$ cat config.mk
export PLATFORM = sky130hd
export DESIGN_NAME = load_store_unit
export DESIGN_NICKNAME = d
export VERILOG_FILES = /design/src/rtl/load_store_unit_pkg.sv /design/src/rtl/load_store_unit_align.sv /design/src/rtl/load_store_unit.sv
export SDC_FILE = /design/constraint.sdc
export NUM_CORES = 1
export LEC_CHECK = 0
export ABC_AREA = 1
export CAP_MARGIN = 20
export CORE_AREA = 4 4 123 125
export CTS_BUF_LIST = sky130_fd_sc_hd__clkbuf_8
export CTS_CLUSTER_DIAMETER = 80
export DETAILED_ROUTE_END_ITERATION = 7
export DIE_AREA = 0 0 127 129
export GPL_TIMING_DRIVEN = 0
export MAX_ROUTING_LAYER = met4
export PLACE_DENSITY = 0.82
export SYNTH_ARGS = -nofsm -noshare
export SYNTH_HDL_FRONTEND = slang
export SYNTH_HIERARCHICAL = 1
export SYNTH_SLANG_ARGS = --single-unit
$ cat constraint.sdc
create_clock -name i_clk -period 2.85 [get_ports i_clk]
set_input_delay 0.57 -clock i_clk [delete_from_list [all_inputs] [get_ports i_clk]]
set_output_delay 0.57 -clock i_clk [all_outputs]
set_load 0.05 [all_outputs]
$ cat src/rtl/load_store_unit_pkg.sv
// Shared definitions for the RV32I load/store unit.
//   - funct3 access-type constants (B, H, W, BU, HU)
//   - FSM state type for the top-level sequencer
package load_store_unit_pkg;

  localparam logic [2:0] F3_B  = 3'b000;
  localparam logic [2:0] F3_H  = 3'b001;
  localparam logic [2:0] F3_W  = 3'b010;
  localparam logic [2:0] F3_BU = 3'b100;
  localparam logic [2:0] F3_HU = 3'b101;

  typedef enum logic [1:0] {
    LSU_IDLE   = 2'd0,
    LSU_ACCESS = 2'd1,
    LSU_DONE   = 2'd2
  } lsu_state_e;

endpackage

$ cat src/rtl/load_store_unit_align.sv
// lsu_align: purely combinational data path of the load/store unit.
// Ports:
//   addr_lo    in  2  : low address bits (byte lane)
//   funct3     in  3  : access type
//   we         in  1  : 1 = store, 0 = load
//   wdata      in  32 : store data (rs2)
//   rdata      in  32 : raw bus read data
//   lane_wdata out 32 : store data replicated across lanes
//   wstrb      out 4  : byte enables for the store
//   err        out 1  : misaligned or illegal access
//   load_data  out 32 : extracted and extended load result
module lsu_align
  import load_store_unit_pkg::*;
(
  input  logic [1:0]  addr_lo,
  input  logic [2:0]  funct3,
  input  logic        we,
  input  logic [31:0] wdata,
  input  logic [31:0] rdata,
  output logic [31:0] lane_wdata,
  output logic [3:0]  wstrb,
  output logic        err,
  output logic [31:0] load_data
);

  logic [7:0]  byte_sel;
  logic [15:0] half_sel;

  assign byte_sel = rdata[{addr_lo, 3'b000} +: 8];
  assign half_sel = addr_lo[1] ? rdata[31:16] : rdata[15:0];

  always_comb begin
    // NOTE: every output gets a default first so no path through the case infers a latch.
    lane_wdata = wdata;
    wstrb      = 4'b0000;
    err        = 1'b0;
    load_data  = 32'h0;
    case (funct3)
      F3_B, F3_BU: begin
        lane_wdata = {4{wdata[7:0]}};
        wstrb      = 4'b0001 << addr_lo;
        err        = we && (funct3 == F3_BU);
        load_data  = (funct3 == F3_B) ? {{24{byte_sel[7]}}, byte_sel} : {24'h0, byte_sel};
      end
      F3_H, F3_HU: begin
        lane_wdata = {2{wdata[15:0]}};
        wstrb      = addr_lo[1] ? 4'b1100 : 4'b0011;
        err        = addr_lo[0] || (we && (funct3 == F3_HU));
        load_data  = (funct3 == F3_H) ? {{16{half_sel[15]}}, half_sel} : {16'h0, half_sel};
      end
      F3_W: begin
        wstrb     = 4'b1111;
        err       = (addr_lo != 2'b00);
        load_data = rdata;
      end
      default: err = 1'b1;
    endcase
  end

endmodule

$ cat src/rtl/load_store_unit.sv
// load_store_unit: one bus transaction per RV32I load or store.
// Ports:
//   i_clk, i_rst_n         : clock, asynchronous active-low reset
//   i_req_valid/we/funct3  : request from execute (accepted while o_ready)
//   i_addr, i_wdata        : effective address, store data
//   o_ready                : high in IDLE
//   o_done, o_err          : one-cycle completion pulse and its error qualifier
//   o_rdata                : load result, held until the next accept
//   o_mem_addr/wdata/wstrb : word address, replicated data, byte enables
//   o_mem_rd, o_mem_wr     : bus strobes
//   i_mem_ready, i_mem_rdata : bus completion and read data
// TIMEOUT_CYCLES: wait-state limit before abort with error (0 disables).
module load_store_unit
  import load_store_unit_pkg::*;
#(
  parameter int TIMEOUT_CYCLES = 255
) (
  input  logic        i_clk,
  input  logic        i_rst_n,
  input  logic        i_req_valid,
  input  logic        i_req_we,
  input  logic [2:0]  i_funct3,
  input  logic [31:0] i_addr,
  input  logic [31:0] i_wdata,
  output logic        o_ready,
  output logic        o_done,
  output logic        o_err,
  output logic [31:0] o_rdata,
  output logic [31:0] o_mem_addr,
  output logic [31:0] o_mem_wdata,
  output logic [3:0]  o_mem_wstrb,
  output logic        o_mem_rd,
  output logic        o_mem_wr,
  input  logic        i_mem_ready,
  input  logic [31:0] i_mem_rdata
);

  localparam int              CNT_W      = (TIMEOUT_CYCLES > 0) ? $clog2(TIMEOUT_CYCLES + 1) : 1;
  localparam logic [CNT_W-1:0] CNT_MAX    = CNT_W'(TIMEOUT_CYCLES);
  localparam bit              TIMEOUT_EN = (TIMEOUT_CYCLES != 0);

  lsu_state_e       state_q, state_d;
  logic [1:0]       addr_lo_q;
  logic [2:0]       funct3_q;
  logic             we_q;
  logic [CNT_W-1:0] cnt_q;

  logic        accept, timeout_hit, err_d;
  logic [1:0]  al_addr;
  logic [2:0]  al_funct3;
  logic        al_we, al_err;
  logic [31:0] al_wdata, al_load;
  logic [3:0]  al_wstrb;

  assign accept      = (state_q == LSU_IDLE) && o_ready && i_req_valid;
  assign timeout_hit = TIMEOUT_EN && (cnt_q == CNT_MAX);

  // One aligner serves both directions: steering/checking looks at the live
  // request in IDLE, extraction looks at the captured request afterwards.
  assign al_addr   = (state_q == LSU_IDLE) ? i_addr[1:0] : addr_lo_q;
  assign al_funct3 = (state_q == LSU_IDLE) ? i_funct3    : funct3_q;
  assign al_we     = (state_q == LSU_IDLE) ? i_req_we    : we_q;

  lsu_align u_align (
    .addr_lo    (al_addr),
    .funct3     (al_funct3),
    .we         (al_we),
    .wdata      (i_wdata),
    .rdata      (i_mem_rdata),
    .lane_wdata (al_wdata),
    .wstrb      (al_wstrb),
    .err        (al_err),
    .load_data  (al_load)
  );

  always_comb begin
    state_d = state_q;
    err_d   = 1'b0;
    case (state_q)
      LSU_IDLE: begin
        if (accept) begin
          state_d = al_err ? LSU_DONE : LSU_ACCESS;
          err_d   = al_err;
        end
      end
      LSU_ACCESS: begin
        // Ready on the limit cycle wins over the timeout.
        if (i_mem_ready) begin
          state_d = LSU_DONE;
        end else if (timeout_hit) begin
          state_d = LSU_DONE;
          err_d   = 1'b1;
        end
      end
      LSU_DONE: state_d = LSU_IDLE;
      default:  state_d = LSU_IDLE;
    endcase
  end

  // NOTE: sequential state uses non-blocking assignment so every flop samples pre-edge values.
  always_ff @(posedge i_clk or negedge i_rst_n) begin
    if (!i_rst_n) state_q <= LSU_IDLE;
    else          state_q <= state_d;
  end

  always_ff @(posedge i_clk or negedge i_rst_n) begin
    if (!i_rst_n) begin
      o_ready     <= 1'b0;
      o_done      <= 1'b0;
      o_err       <= 1'b0;
      o_rdata     <= 32'h0;
      o_mem_addr  <= 32'h0;
      o_mem_wdata <= 32'h0;
      o_mem_wstrb <= 4'h0;
      o_mem_rd    <= 1'b0;
      o_mem_wr    <= 1'b0;
      addr_lo_q   <= 2'b00;
      funct3_q    <= 3'b000;
      we_q        <= 1'b0;
      cnt_q       <= '0;
    end else begin
      o_ready <= (state_d == LSU_IDLE);
      o_done  <= (state_d == LSU_DONE);
      o_err   <= err_d;
      if (accept) begin
        addr_lo_q   <= i_addr[1:0];
        funct3_q    <= i_funct3;
        we_q        <= i_req_we;
        o_mem_addr  <= {i_addr[31:2], 2'b00};
        o_mem_wdata <= al_wdata;
        o_mem_wstrb <= (i_req_we && !al_err) ? al_wstrb : 4'h0;
        o_mem_rd    <= !al_err && !i_req_we;
        o_mem_wr    <= !al_err && i_req_we;
        o_rdata     <= 32'h0;
        cnt_q       <= '0;
      end else if (state_q == LSU_ACCESS) begin
        if (i_mem_ready) begin
          o_mem_rd <= 1'b0;
          o_mem_wr <= 1'b0;
          o_rdata  <= we_q ? 32'h0 : al_load;
        end else if (timeout_hit) begin
          o_mem_rd <= 1'b0;
          o_mem_wr <= 1'b0;
        end else if (TIMEOUT_EN) begin
          cnt_q <= cnt_q + CNT_W'(1);
        end
      end
    end
  end

endmodule

==> metrics.txt <==
clk buf depth=2; RSZ-0062 raised after global routing=false; Detailed Route Iter0 Violations=659; hpwl dp=16300 µm; CTS tree=yes; Main synth FF type=dfrtp_1; CTS sink cnt=119; Critical Path RT=3.23 ns; WL final=21400 µm; Die Area=16400 µm²; wire per inst=15.3 µm; top-area cell type share of the netlist area=44.4%; register area share after synthesis=44.4%; CP max stage delay=0.46 ns; Setup crit start kind=flop; CP max stage cell=a21oi_1; initial antenna violation count=0; Post-synth top cells=551 x nand2_1, 119 x dfrtp_1, 65 x inv_1, 42 x nand3_1, 35 x nand4_1; cell area after synthesis=6710 µm²; CP Capture Type=flop; Starting Density=48.3%; top cells by area, synth=dfrtp_1 44%, nand2_1 31%, inv_1 3.6%; Total Routing Usage GR=27.4%; Worst EP arrival=2.97 ns; Top delay family on crit path=simple AND/OR/NAND/NOR gates; status=completed; post-synth cell types=28; Post-CTS Resized=0; postcts setup bufs=0; count leader, synth=nand2_1; max-capacitance violation count=0; Syn-to-layout area delta=40.8%; Buf/Inv on CP=4; largest net degree at the start of global routing=67; antenna cells=0; core occupancy in the finished layout=68.0%; max-slew violations=0; I/O pin total=209; VDD IR max=0.659 mV; Clock Pin Slew Worst Setup and Hold Paths=0.08 ns; Post-synth EDFFs=0; Max Fclk=0.385 GHz; Core Area=13900 µm²; # setup viols final=0; vias in the first global route=6750; first-pass GRT wire length=34500 µm; Lkg Pwr=0.00505 µW; CP cell instances=nor2_4, buf_2, nor2_1, a21oi_1, inv_2, nand3_1, inv_1, o21ai_0, nand3_1, inv_1, nand3_2, o21ai_1; worst slew pin tran=0.580 ns; GPL Wtd Cong=0.959; Via Count=6967; GRT Residual Overflow=0; share of layout cells above drive strength 1=10.4%; yosys synthesis warning count=6; ANT nets after route=0; cell taking the most area after synthesis=dfrtp_1; Synth Register Bits=119; clock skew=0.0187 ns; die width=127 µm; cells after synthesis=974; Root Buffer=clkbuf_8; CTS buffer count=17; PD cells=1180 nW/µm²; syn avg cell area=6.89 µm²; DR pass1 iterations=6; CP Class=flop to flop; final hold viol count=0; Min-Delay Path Class=input port to asynchronous set/reset pin; # nets final=1306; Remaining DRCs=0; minimum clock period=2.60 ns; Final Total Pwr=11200 µW; Max-slew headroom=61.2%; Hold Buf Count CTS=0; height of the die=129 µm; htree depth=4; worst-path fanout max=10; # port buffers=206; clk_lat worst skew=0.46 ns; vias per std cell=5.00; Final Cycle Share=91.1%; row cnt=43; fraction of registers with async set/reset=100%
-- registers in the layout, indices dropped and copies added, names as in the netlist --
name / count
o_mem_rd: 1
addr_lo_q: 2
funct3_q: 3
o_mem_wr: 1
cnt_q: 8
o_mem_addr: 30
state_q: 2
o_rdata: 32
we_q: 1
o_err: 1
o_mem_wstrb: 4
o_mem_wdata: 32
o_done: 1
o_ready: 1
-- path summary, 6_finish.rpt --
path	startpoint	end	slack [ns]	cells after the start
min	i_rst_n	o_mem_addr[22]	0.07	1
max in group asynchronous	i_rst_n	o_rdata[24]	2.07	2
min reg2reg	o_rdata[28]	o_rdata[28]	0.47	2
max	state_q[1]	o_mem_wstrb[0]	0.25	12
max reg2reg	state_q[1]	o_mem_wstrb[0]	0.25	12
min in group i_clk	o_rdata[28]	o_rdata[28]	0.47	2
-- metrics by stage --
stage	hold slack (ns)	instance area, µm²	TNS [ns]	setup WS [ns]	cells
finish	0.0670	9450	0	0.252	1394
global route	0.0816	9450	0	0.0218	1394
detailed placement	0.458	9030	0	0.109	1362
floorplan	0.274	6710	0	0.790	975
CTS	0.0761	9450	0	0.287	1394
global placement	0.457	9000	-406.04	-3.42	1361
-- layout make-up --
class / count / area [µm²]
buffer: 62 / 423
timing repair buffer: 207 / 2090
clock buffer: 20 / 275
fill: 1206 / 4440
multi-input combinational: 708 / 2980
clock inverter: 12 / 140
inverter: 86 / 333
tap: 180 / 225
sequential: 119 / 2980
-- logic make-up after synthesis --
family                     count (synthesis)  share of synthesized area, %
other                                      1                        0.0559
DFF                                      119                          44.4
adders and majority gates                  1                         0.186
AOI/OAI and AO/OA                         45                          3.58
buffers and inverters                    148                          11.3
and+or+nand+nor                          658                          40.3
xor gates and xnor gates                   2                         0.261
-- cell usage in the layout, fill, tap and decap left out, drive strengths merged --
cell           instances
a21oi                  6
buf                   62
bufinv                 2
clkbuf                22
clkdlybuf4s50        205
clkinv                13
clkinvlp               3
conb                   2
dfrtp                119
ha                     1
inv                   80
nand2                560
nand3                 44
nand4                 35
nor2                  19
o211ai                 3
o21ai                 36
xor2                   2
-- report_power, final --
group | total [µW] | internal, µW | leakage [µW] | switching [µW]
logic | 6910 | 2150 | 0.00330 | 4760
clock network | 1630 | 857 | 0.000202 | 769
registers | 2640 | 2310 | 0.00155 | 329
total | 11200 | 5320 | 0.00505 | 5860
-- per-layer routing --
metal | global-route usage [%] | part of all wire, %
met3 | 5.02 | 7.3
met1 | 36.9 | 44
met4 | 8.26 | 2.3
met5 | - | 0
met2 | 42.7 | 47
Power figures use the tool's default switching activity.
